--- src/rtl/fetch_unit.sv ---
// Instruction fetch unit: walks a word-addressed ROM and presents one instruction
// per cycle over a valid/ready handshake, with redirect flush and ebreak halt.
module fetch_unit #(
  parameter int WIDTH  = 32,
  parameter int INS_AS = 4
) (
  input  logic              clk,
  input  logic              rst,
  input  logic              start,
  output logic [INS_AS-1:0] rom_addr,
  input  logic [WIDTH-1:0]  rom_data,
  output logic              ins_valid,
  input  logic              ins_ready,
  output logic [WIDTH-1:0]  ins_data,
  output logic [INS_AS-1:0] ins_pc,
  input  logic              redirect_valid,
  input  logic [INS_AS-1:0] redirect_pc,
  output logic              halted,
  output logic [15:0]       fetch_count
);

  typedef enum logic [1:0] {IDLE, RUN, HALT} state_t;

  localparam logic [WIDTH-1:0] EBREAK = WIDTH'(32'h0010_0073);

  state_t            state, state_next;
  logic [INS_AS-1:0] pc;
  logic              load;
  logic              handshake;
  logic              is_ebreak;

  // A redirect always wins over a load in the same cycle, so the flushed slot is never refilled early.
  assign load      = (state == RUN) && !redirect_valid && (!ins_valid || ins_ready);
  assign handshake = ins_valid && ins_ready;
  assign is_ebreak = (rom_data == EBREAK);
  assign rom_addr  = pc;

  always_ff @(posedge clk) begin
    if (rst) state <= IDLE;
    else     state <= state_next;
  end

  always_comb begin
    state_next = state;
    case (state)
      IDLE: begin
        if (!redirect_valid && start) state_next = RUN;
      end
      RUN: begin
        if (load && is_ebreak) state_next = HALT;
      end
      HALT: begin
        if (redirect_valid || start) state_next = RUN;
      end
      default: state_next = IDLE;
    endcase
  end

  always_comb begin
    halted = (state == HALT);
  end

  // In IDLE the output slot is already empty, so clearing ins_valid on redirect only matters in RUN/HALT.
  always_ff @(posedge clk) begin
    if (rst) begin
      pc          <= '0;
      ins_valid   <= 1'b0;
      ins_data    <= '0;
      ins_pc      <= '0;
      fetch_count <= '0;
    end else if (redirect_valid) begin
      pc        <= redirect_pc;
      ins_valid <= 1'b0;
    end else if (load) begin
      ins_data    <= rom_data;
      ins_pc      <= pc;
      ins_valid   <= 1'b1;
      pc          <= pc + 1'b1;
      fetch_count <= fetch_count + 16'd1;
    end else if (handshake) begin
      ins_valid <= 1'b0;
    end
  end

endmodule

--- config.mk ---
export PLATFORM = sky130hd
export DESIGN_NAME = fetch_unit
export DESIGN_NICKNAME = d
export VERILOG_FILES = /design/src/rtl/fetch_unit.sv
export SDC_FILE = /design/constraint.sdc
export NUM_CORES = 1
export LEC_CHECK = 0
export CAP_MARGIN = 5
export CORE_MARGIN = 5
export CORE_UTILIZATION = 39
export CTS_CLUSTER_DIAMETER = 60
export DETAILED_ROUTE_END_ITERATION = 10
export GPL_ROUTABILITY_DRIVEN = 1
export PLACE_DENSITY = 0.83
export SYNTH_ARGS = -nofsm -noshare
export SYNTH_HDL_FRONTEND = slang
export SYNTH_SLANG_ARGS = --single-unit
--- constraint.sdc ---
create_clock -name clk -period 1.5 [get_ports clk]
set_input_delay 0.3 -clock clk [delete_from_list [all_inputs] [get_ports clk]]
set_output_delay 0.3 -clock clk [all_outputs]
set_load 0.05 [all_outputs]
== Word-level counts from Yosys, hierarchy flattened ==
Index checks and enable logic that the tools add are counted.

* Input bits: 41
* Output and inout bits: 58
* Bits in registers: 59

* Reduce and logical (&&, ||, !) cells: 15
* $add $sub $neg: 2
* Eq/ne operators: 6
* Bitwise operators: 1
* Muxes and demuxes: 8

{| class="wikitable"
|+ Operators with widths
! kind !! count
|-
| $eq A32 B21 Y1 const B || 1
|-
| $add A16 B1 Y16 const B || 1
|-
| $mux W4 || 2
|-
| $mux W2 || 3
|-
| $pmux W2 S3 || 1
|-
| $logic_and A1 B1 Y1 || 5
|-
| $add A4 B1 Y4 const B || 1
|-
| $ne A2 B1 Y1 const B || 2
|-
| $reduce_bool A2 Y1 || 2
|-
| $reduce_and A3 Y1 || 1
|-
| $eq A2 B1 Y1 const B || 1
|-
| $eq A2 B2 Y1 const B || 1
|-
| $logic_not A1 Y1 || 2
|-
| $logic_not A2 Y1 || 1
|-
| $logic_or A1 B1 Y1 || 2
|-
| $mux W1 || 2
|-
| $ne A2 B2 Y1 const B || 1
|-
| $reduce_and A2 Y1 || 1
|-
| $reduce_or A2 Y1 || 1
|-
| $not A1 Y1 || 1
|}

== Longest topological paths before layout ==
Gate-level depths: netlist of run 1.

* Word-level depth: 6
* Gate-level depth with buffers: 6
* Mapped depth without buffers: 5

== Worst setup path after synthesis of run 1 ==
Ideal clock, no wire load.

* Kind: register to register
* From: register fetch_count[2]
* To: register fetch_count[15]
* Arrival: 1.900 ns
* Library setup time: 0.121 ns
* Stages on the path, launching flop included: 6
* Path slack: -0.521 ns
* Period minus slack after synthesis: 2.021 ns
* Data required time: 1.379 ns
* Path buffers: 1
* Path through: dfxtp_1 -> and4_4 -> nand3_2 -> buf_6 -> nor4_1 -> mux2_2

* Cells in the longest elaborated chain, start to end: 1

{| class="wikitable"
|+ RTL lines
! item !! RTL line !! source
|-
| from (decl) || 19 || <nowiki>output logic [15:0] fetch_count</nowiki>
|-
| from (signal assigned) || 79 || <nowiki>fetch_count <= fetch_count + 16'd1;</nowiki>
|-
| $add A16 B1 Y16 || 79 ||
|}

No other way between the ends.
A chain may end at the register's enable or synchronous reset.

== Worst setup path in the final report of run 1 ==
* From: register state[1]
* To: register fetch_count[11]

* Cells in the longest elaborated chain, start to end: 4

{| class="wikitable"
|+ RTL lines
! item !! RTL line !! source
|-
| from (decl) || 26 || <nowiki>state_t state, state_next;</nowiki>
|-
| from (signal assigned) || 40 || <nowiki>else state <= state_next;</nowiki>
|-
| $eq A2 B1 Y1 || 33 || <nowiki>assign load = (state == RUN) && !redirect_valid && (!ins_valid || ins_ready);</nowiki>
|-
| $logic_and A1 B1 Y1 (2 in series) || 33 ||
|-
| $reduce_and A2 Y1 (no source line) || n/a ||
|}

No other way between the ends.

==> results of run 1 <==
==> registers in the layout, indices dropped and copies added (netlist names) <==
name and count:
ins_pc 4, ins_valid 1, ins_data 32, fetch_count 16
rom_addr 4, state 2
==> cells by family (layout without fill, tap and decap cells) <==
logic type | Yosys count | after routing | synth area share
AND/OR/NAND/NOR | 107 | 107 | 0.226
flip-flops | 59 | 59 | 0.480
multiplexers | 39 | 39 | 0.160
AO/OA/AOI/OAI | 22 | 22 | 0.0570
buffers and inverters | 16 | 159 | 0.0346
XOR/XNOR | 9 | 9 | 0.0321
adder cells (fa/ha/maj) | 2 | 2 | 0.0102
==> synthesized netlist by cell type, drive strengths merged, types with 2 or more instances <==
library cell,n,area share
o31ai,5,0.015
nor3b,3,0.0092
clkbuf,5,0.0076
nor2b,5,0.013
nor2,52,0.079
nor3,3,0.0061
buf,9,0.024
nor4,5,0.013
dfxtp,59,0.48
xnor2,4,0.014
or3,2,0.0056
a211oi,4,0.012
nand2b,2,0.0051
ha,2,0.010
nand3,8,0.020
nor4b,2,0.0071
or4,6,0.018
nand2,7,0.011
a21oi,7,0.014
and4,2,0.0081
mux2,2,0.0092
o21ai,3,0.0061
xor2,5,0.018
nand4,5,0.013
mux2i,37,0.15
==> final cells by class <==
type	instances	area (um^2)
fill	388	1370
tap	77	96.3
inverter	2	7.51
timing repair buffer	141	1900
multi-input combinational	179	1460
clock inverter	7	53.8
clock buffer	9	124
sequential	59	1230
==> worst max-delay path by stage <==
stage	from	to	slack, ps	cells after the start
4_1_cts	ins_valid	ins_data[18]	-0.3	5
6_report	state[1]	fetch_count[11]	-40	6
3_5_place_dp	rom_data[0]	state[0]	-690	6
5_1_grt	state[1]	fetch_count[11]	-130	6
3_3_place_gp	rom_data[0]	state[0]	-640	6
2_1_floorplan	fetch_count[2]	fetch_count[14]	-70	5
==> per-layer routing <==
metal,wire length [um],global-route usage,vias to the layer above,share of wire
met5,0,0,-,0
met4,210,0.0853,0,0.025
met3,658,0.0811,22,0.079
met2,4480,0.372,106,0.54
met1,2990,0.221,1175,0.36
li1,-,-,1179,-
==> power groups by stage <==
stage	clock network (uW)	registers (uW)	logic (uW)
2_1_floorplan	0	1800	155
3_3_place_gp	0	1670	647
3_5_place_dp	0	1680	661
4_1_cts	1330	1640	670
5_1_grt	1410	1650	722
6_report	1290	1640	684
==> worst min-delay path, stage by stage <==
cell and delay [ps]:
dlymetal6s2s_1 120, mux2i_1 90, nor2_1 70
==> metrics by stage <==
stage | hold slack [ps] | instances
2_1_floorplan | 394 | 254
3_3_place_gp | 497 | 455
3_5_place_dp | 502 | 455
4_1_cts | 323 | 472
5_1_grt | 302 | 474
6_report | 281 | 474
==> what timing repair did <==
item                                    CTS  global route
hold endpoints to repair                  0             0
resized for setup                        51            30
buffers inserted                          2             2
pin swaps                                14            12
endpoints found under the setup margin   43            43
==> metrics, run 1 <==
outcome finished, violations left; failing checks negative setup slack; HP Start rom_data[28]; CTS Buf Count 9; CP Data Arrival Time 1760 ps; HPWL after detailed placement 5820 um; Bufs and invs on worst path 2; final non-filler cell area 4870 um^2; Via density 5.24; clock root buffer clkbuf_8; Clk pwr share 0.356; largest net degree at the start of global routing 25; fmax approximately 650 MHz; Syn Area/Cell 9.68 um^2; layout cells sized above 1 0.433; I/O Buffers 98; switching part of the total power 0.297; flops & latches, synth 59; Worst path top cell family by delay compound AO/OA/AOI/OAI gates; crit path max fanout 8; DR WL/cell between 15 and 20 um; Synth warnings 0; Cell Area, Synth about 2500 um^2; switching power 1070 uW; Area after DPL 4440 um^2; end of the worst hold path ins_data[28]; DR pass1 iterations 4; clock skew 13.0 ps; critical path's slowest cell dfxtp_2; ys flop type dfxtp_1; Pint 2540 uW; CP Launch Type flip-flop; relative slew slack 0.702; global-route wire length before repair 12600 um; vias in the first global route 2592; global route total overflow 0; Async SR Flop Fraction 0; commonest non-fill, non-tap cell in the layout buf_12; Setup TNS -137 ps; Post-Route WL 8350 um; Worst-path clk slew 80 ps; core area 6240 um^2; crit path capture type flip-flop; CTS tree built; Mapped Cells about 250; CP required 1710 ps; post-synthesis sequential area ratio 0.480; Post-synth EDFFs 0; Initial Util 0.394; Syn Nets 297; Final Cycle Share 1.03; Die Y 89.4 um; initial antenna violation count 0; residual DRC count 0; critical path class flip-flop to flip-flop; Lkg Pwr between 0.0015 and 0.002 uW; pwr dens 743 nW/um^2; RSZ-0062 raised after global routing yes; # rows 29; Crit Reg-Reg Startpoint state[1]; remaining antenna violation count 0; H-tree Lvls 3; Setup WS pre-CTS -694 ps; GPL Wtd Cong 0.815; power share of the combinational group 0.189; fin util 0.780; Overall Power 3620 uW; Hold Path Stages 3; delay of the slowest critical-path stage ~320 ps; PnR worst setup slack -42.0 ps; Slew @ Worst Pin 448 ps; CTS max path bufs 2; worst skew pair latency approximately 340 ps; Hold Vio Cnt, Final 0; GRT Total Usage 0.209; max-slew violation count 0; Unique masters post-synth 41; RR Endpoint fetch_count[11]; Hold Buf Count CTS 0; HP Class input pin to flip-flop; 1st-iter DRT viols between 150 and 200; Final nets 435; Die Span X approximately 89 um; VDD IR max 791 uV; most frequent cells in the layout buf_12 (60), nor2_1 (52), dfxtp_1 (43), mux2i_1 (36), buf_4 (36); CP cell instances and2b_2, buf_6, nand3_4, buf_4, o31ai_1, a21oi_1; final worst path period need ~1500 ps; vias post-DR around 2500; clk sink count 59; final setup vio count 5; area growth from synthesis to layout 98.0%; I/O Pins 99; ant diodes 0; Reg2Reg Depth 6; sequential power share 0.455; Max-cap violations 0; worst reg-to-reg setup slack -40 ps; Die ar. 7990 um^2
No activity file was read; power rests on OpenSTA's default activity.
==> run 2, diff against run 1 <==
CAP_MARGIN = 20   (was 5)
CORE_UTILIZATION = 46   (was 39)
PLACE_DENSITY = 0.92   (was 0.83)
clock period = 1.9 ns   (was 1.5 ns; I/O delays follow)
==> metrics, run 2 (synthesis gave the netlist of run 1 again) <==
remaining antenna violation count 0; HPWL after detailed placement 4980 um; delay of the slowest critical-path stage 810 ps; VDD IR max 538 uV; top flop regs ins_data (32), fetch_count (16); CP cell instances clkdlybuf4s50_1; switching power 736 uW; relative slew slack 0.642; crit path capture type primary output; DR pass1 iterations 5; CP required 1520 ps; fmax 537 MHz; fillers around 380; outcome finished, final reports clean; final worst path period need around 1900 ps; global route total overflow 0; global-route wire length before repair between 10000 and 15000 um; switching part of the total power 0.256; CTS Buf Count 9; critical path class flip-flop to primary output; Die ar. 6910 um^2; Worst path top cell family by delay buffers and inverters; Die Y 83.1 um; 1st-iter DRT viols between 70 and 80; PnR worst setup slack 38.2 ps; vias in the first global route between 2000 and 2500; Storage cell area roughly 1200 um^2; Worst-path clk slew 70 ps; Pint between 2000 and 2500 uW; critical path's slowest cell clkdlybuf4s50_1; ant diodes 0; power share of the combinational group 0.150; Die Span X 83.1 um; residual DRC count 0; Hold Vio Cnt, Final 0; Post-Route WL 6930 um; Multi-input gate area about 1200 um^2; most frequent cells in the layout dfxtp_1 (53), nor2_1 (52), clkdlybuf4s50_1 (52), buf_4 (50), mux2i_1 (37); Bufs and invs on worst path 1; Final Cycle Share 0.980; I/O Pins 99; sequential power share 0.452; I/O Buffers 98; initial antenna violation count 0; pwr dens 755 nW/um^2; clock skew 6.13 ps; largest net degree at the start of global routing 35; CP Data Arrival Time 1480 ps; max-slew violation count 0; crit path max fanout 2; vias post-DR between 2000 and 2500; CP Launch Type flip-flop; CTS tree built; worst reg-to-reg setup slack around 190 ps; max reg flops 32; final setup vio count 0; Via density 5.19; core area about 5000 um^2; CTS max path bufs 2; GRT Total Usage 0.202; Lkg Pwr 0.00168 uW; worst skew pair latency 330 ps; Clk pwr share 0.398; HP Class flip-flop to flip-flop; Biggest register ins_data; clock root buffer clkbuf_8; # rows 26; layout cells sized above 1 0.213; GPL Wtd Cong 0.786; H-tree Lvls 3; fin util 0.739; Final nets around 420; Slew @ Worst Pin 536 ps; DR WL/cell between 15 and 20 um; Setup WS pre-CTS -232 ps; clk sink count 59; area growth from synthesis to layout 54.5%; Initial Util 0.478; commonest non-fill, non-tap cell in the layout dfxtp_1; Max-cap violations 0
## run 2: cell types whose count changed in the layout (fill, tap and decap cells not counted), moves of 4 or more
| cell | previous run | this run |
|---|---|---|
| dfxtp_4 | 11 | 0 |
| clkdlybuf4s50_1 | 10 | 52 |
| nor4_1 | 0 | 5 |
| buf_4 | 36 | 50 |
| nand3_4 | 4 | 0 |
| dlymetal6s2s_1 | 4 | 13 |
| dlygate4sd2_1 | 24 | 4 |
| buf_12 | 60 | 1 |
| buf_6 | 5 | 0 |
| dfxtp_1 | 43 | 53 |
## run 2: worst paths after layout
kind | from | endpoint | depth (start not counted)
setup / recovery | ins_data[15] | ins_data[15] | 1
hold reg to reg | fetch_count[11] | fetch_count[11] | 2
hold / removal | fetch_count[11] | fetch_count[11] | 2
setup reg to reg | state[0] | fetch_count[15] | 4
## run 2: power by group through the flow
stage               logic (uW)  clock network [uW]  registers (uW)
CTS                        432                1160            1300
detailed placement         429                   0            1320
finish                     431                1140            1300
global placement           422                   0            1320
floorplan                  116                   0            1430
global route               459                1220            1300
## run 2: cell type report
type / count / area share
multi-input cells: 179 / 0.317
flip-flops and latches: 59 / 0.313
repair buffers: 121 / 0.294
clock buffers: 13 / 0.0418
well taps: 70 / 0.0231
clock inverters: 2 / 0.00922
inverters: 2 / 0.00198
## run 2: what timing repair did
| action | in CTS | in global routing |
|---|---|---|
| setup buffers | 0 | 0 |
| hold buffers | 0 | 0 |
| setup endpoints to repair | 4 | 16 |
| endpoints found under the hold margin | 0 | 0 |
| gates resized for setup | 4 | 14 |
| pin swaps | 0 | 0 |
## run 2: stage by stage
stage,hold WS (ps),TNS (ps),area [um^2],total power [uW],cells
2_1_floorplan,474,0,2470,1550,254
3_3_place_gp,471,-2060,3570,1740,431
3_5_place_dp,485,-4920,3570,1750,431
4_1_cts,481,0,3760,2890,446
5_1_grt,509,-22.2,3800,2980,446
6_report,490,0,3800,2870,446
## run 2: metal layers
metal  GRT usage  vias up  wire length [um]
met5           0        -                 0
li1            -     1134                 -
met1       0.220     1075              2690
met2       0.340       95              3370
met3      0.0960        9               772
met4      0.0773        0                96
==> RTL edit: new RTL, flow settings as in run 2 <==
Reset style: asynchronous (`rst`), changed in 2 clocked blocks.
--- a/src/rtl/fetch_unit.sv
+++ b/src/rtl/fetch_unit.sv
@@ -35,7 +35,7 @@
   assign is_ebreak = (rom_data == EBREAK);
   assign rom_addr  = pc;
 
-  always_ff @(posedge clk) begin
+  always_ff @(posedge clk or posedge rst) begin
     if (rst) state <= IDLE;
     else     state <= state_next;
   end
@@ -61,7 +61,7 @@
   end
 
   // In IDLE the output slot is already empty, so clearing ins_valid on redirect only matters in RUN/HALT.
-  always_ff @(posedge clk) begin
+  always_ff @(posedge clk or posedge rst) begin
     if (rst) begin
       pc          <= '0;
       ins_valid   <= 1'b0;
Function: differs if rst is asserted again (counterexample within 4 cycles, from zero or initial values and one cycle with rst high); with rst held inactive, the same outputs for 10 cycles.
==> RTL edit against run 2 <==
- final area is 1.5% higher
- sequential share of layout area is 7.0 points higher
- sequential cell count stayed put
- worst setup slack worse by 2.3 ps
- synthesized area is 2.7% higher
- routed wire length is 17% lower
- global-route usage is 3.5 points lower
Power is not compared: it rests on default switching activity, and its combinational part moved more than twofold at a synthesized area within 25%.
==> RTL edit: results (changes against run 2) <==
- Synth Flop Type: dfrtp_1
- Tap cell count: 72 (+2.9%)
- Worst r2r src: ins_valid
- Area Growth Syn to Fin: 52.7%
- NumNets Final: 334 (-20%)
- DR iter-0 viols: 66 (-16%)
- Multi-input combinational cell area: 993 um2 (-17%)
- Synth async-reset ratio: 100% (+100 points)
- Commonest cells post-synth: dfrtp_1 (59), mux2_2 (38), xnor2_1 (13)
- Sequential share of the synthesized area: 58.5% (+10 points)
- DR vias/cell: 4.99 (-3.7%)
- Synth cell types: 33 (-20%)
- Storage cell area: 0.00148 mm2 (+24%)
- Comb_multi_in: 113 (-37%)
- Critical path destination: ins_data[30]
- 1st-pass router iterations: 4 (-1)
- Met3 WL: 491 um (-36%)
- Gpl congestion: 0.749 (-4.7%)
- Reg2reg setup slack: 340 ps (+150 ps)
- Routed wl met2: 2.87 mm (-15%)
- Met3 track demand over resource: 6.12% (-3.5 points)
- Status: complete, no violations
- Fin worst setup slack: 35.9 ps (-2.31 ps)
- Non-clock inverter count: 1 (-1)
- Signal buffers share of area: 28.0% (-1.5 points)
- Met2 Use GR: 26.0% (-8.0 points)
- Vias in the first global route: 1,953 (-21%)
- First-pass GRT wire length: 9.32 mm (-19%)
- Hold Path Class: primary input to async pin
- Worst Setup SP: ins_data[30]
-- RTL edit: cell families (layout without fill, tap and decap cells) --
logic type	count (synthesis)	after routing	synth area share (%)
flip-flops	59	59	58.5
AND/OR/NAND/NOR	46	46	12.5
multiplexers	40	40	17.7
XOR/XNOR	18	18	6.24
buffers and inverters	8	124	2.18
AO/OA/AOI/OAI	7	7	1.88
adder cells (fa/ha/maj)	2	2	0.991
-- RTL edit: worst min path at each step --
stage	start	endpoint	slack (ps)	cells after the start
after floorplan	redirect_pc[2]	rom_addr[2]	500	2
after global placement	fetch_count[15]	fetch_count[15]	460	1
after detailed placement	fetch_count[15]	fetch_count[15]	460	1
after CTS	rst	fetch_count[14]	440	3
after global routing	rst	fetch_count[14]	470	3
final	rst	ins_data[17]	430	3
-- RTL edit: worst register-to-register path: cells and delay by family, from the launching register on --
family,cells,cell delay [ps]
mux,1,380
buf+inv,1,250
flops,1,400
simple gates,2,410
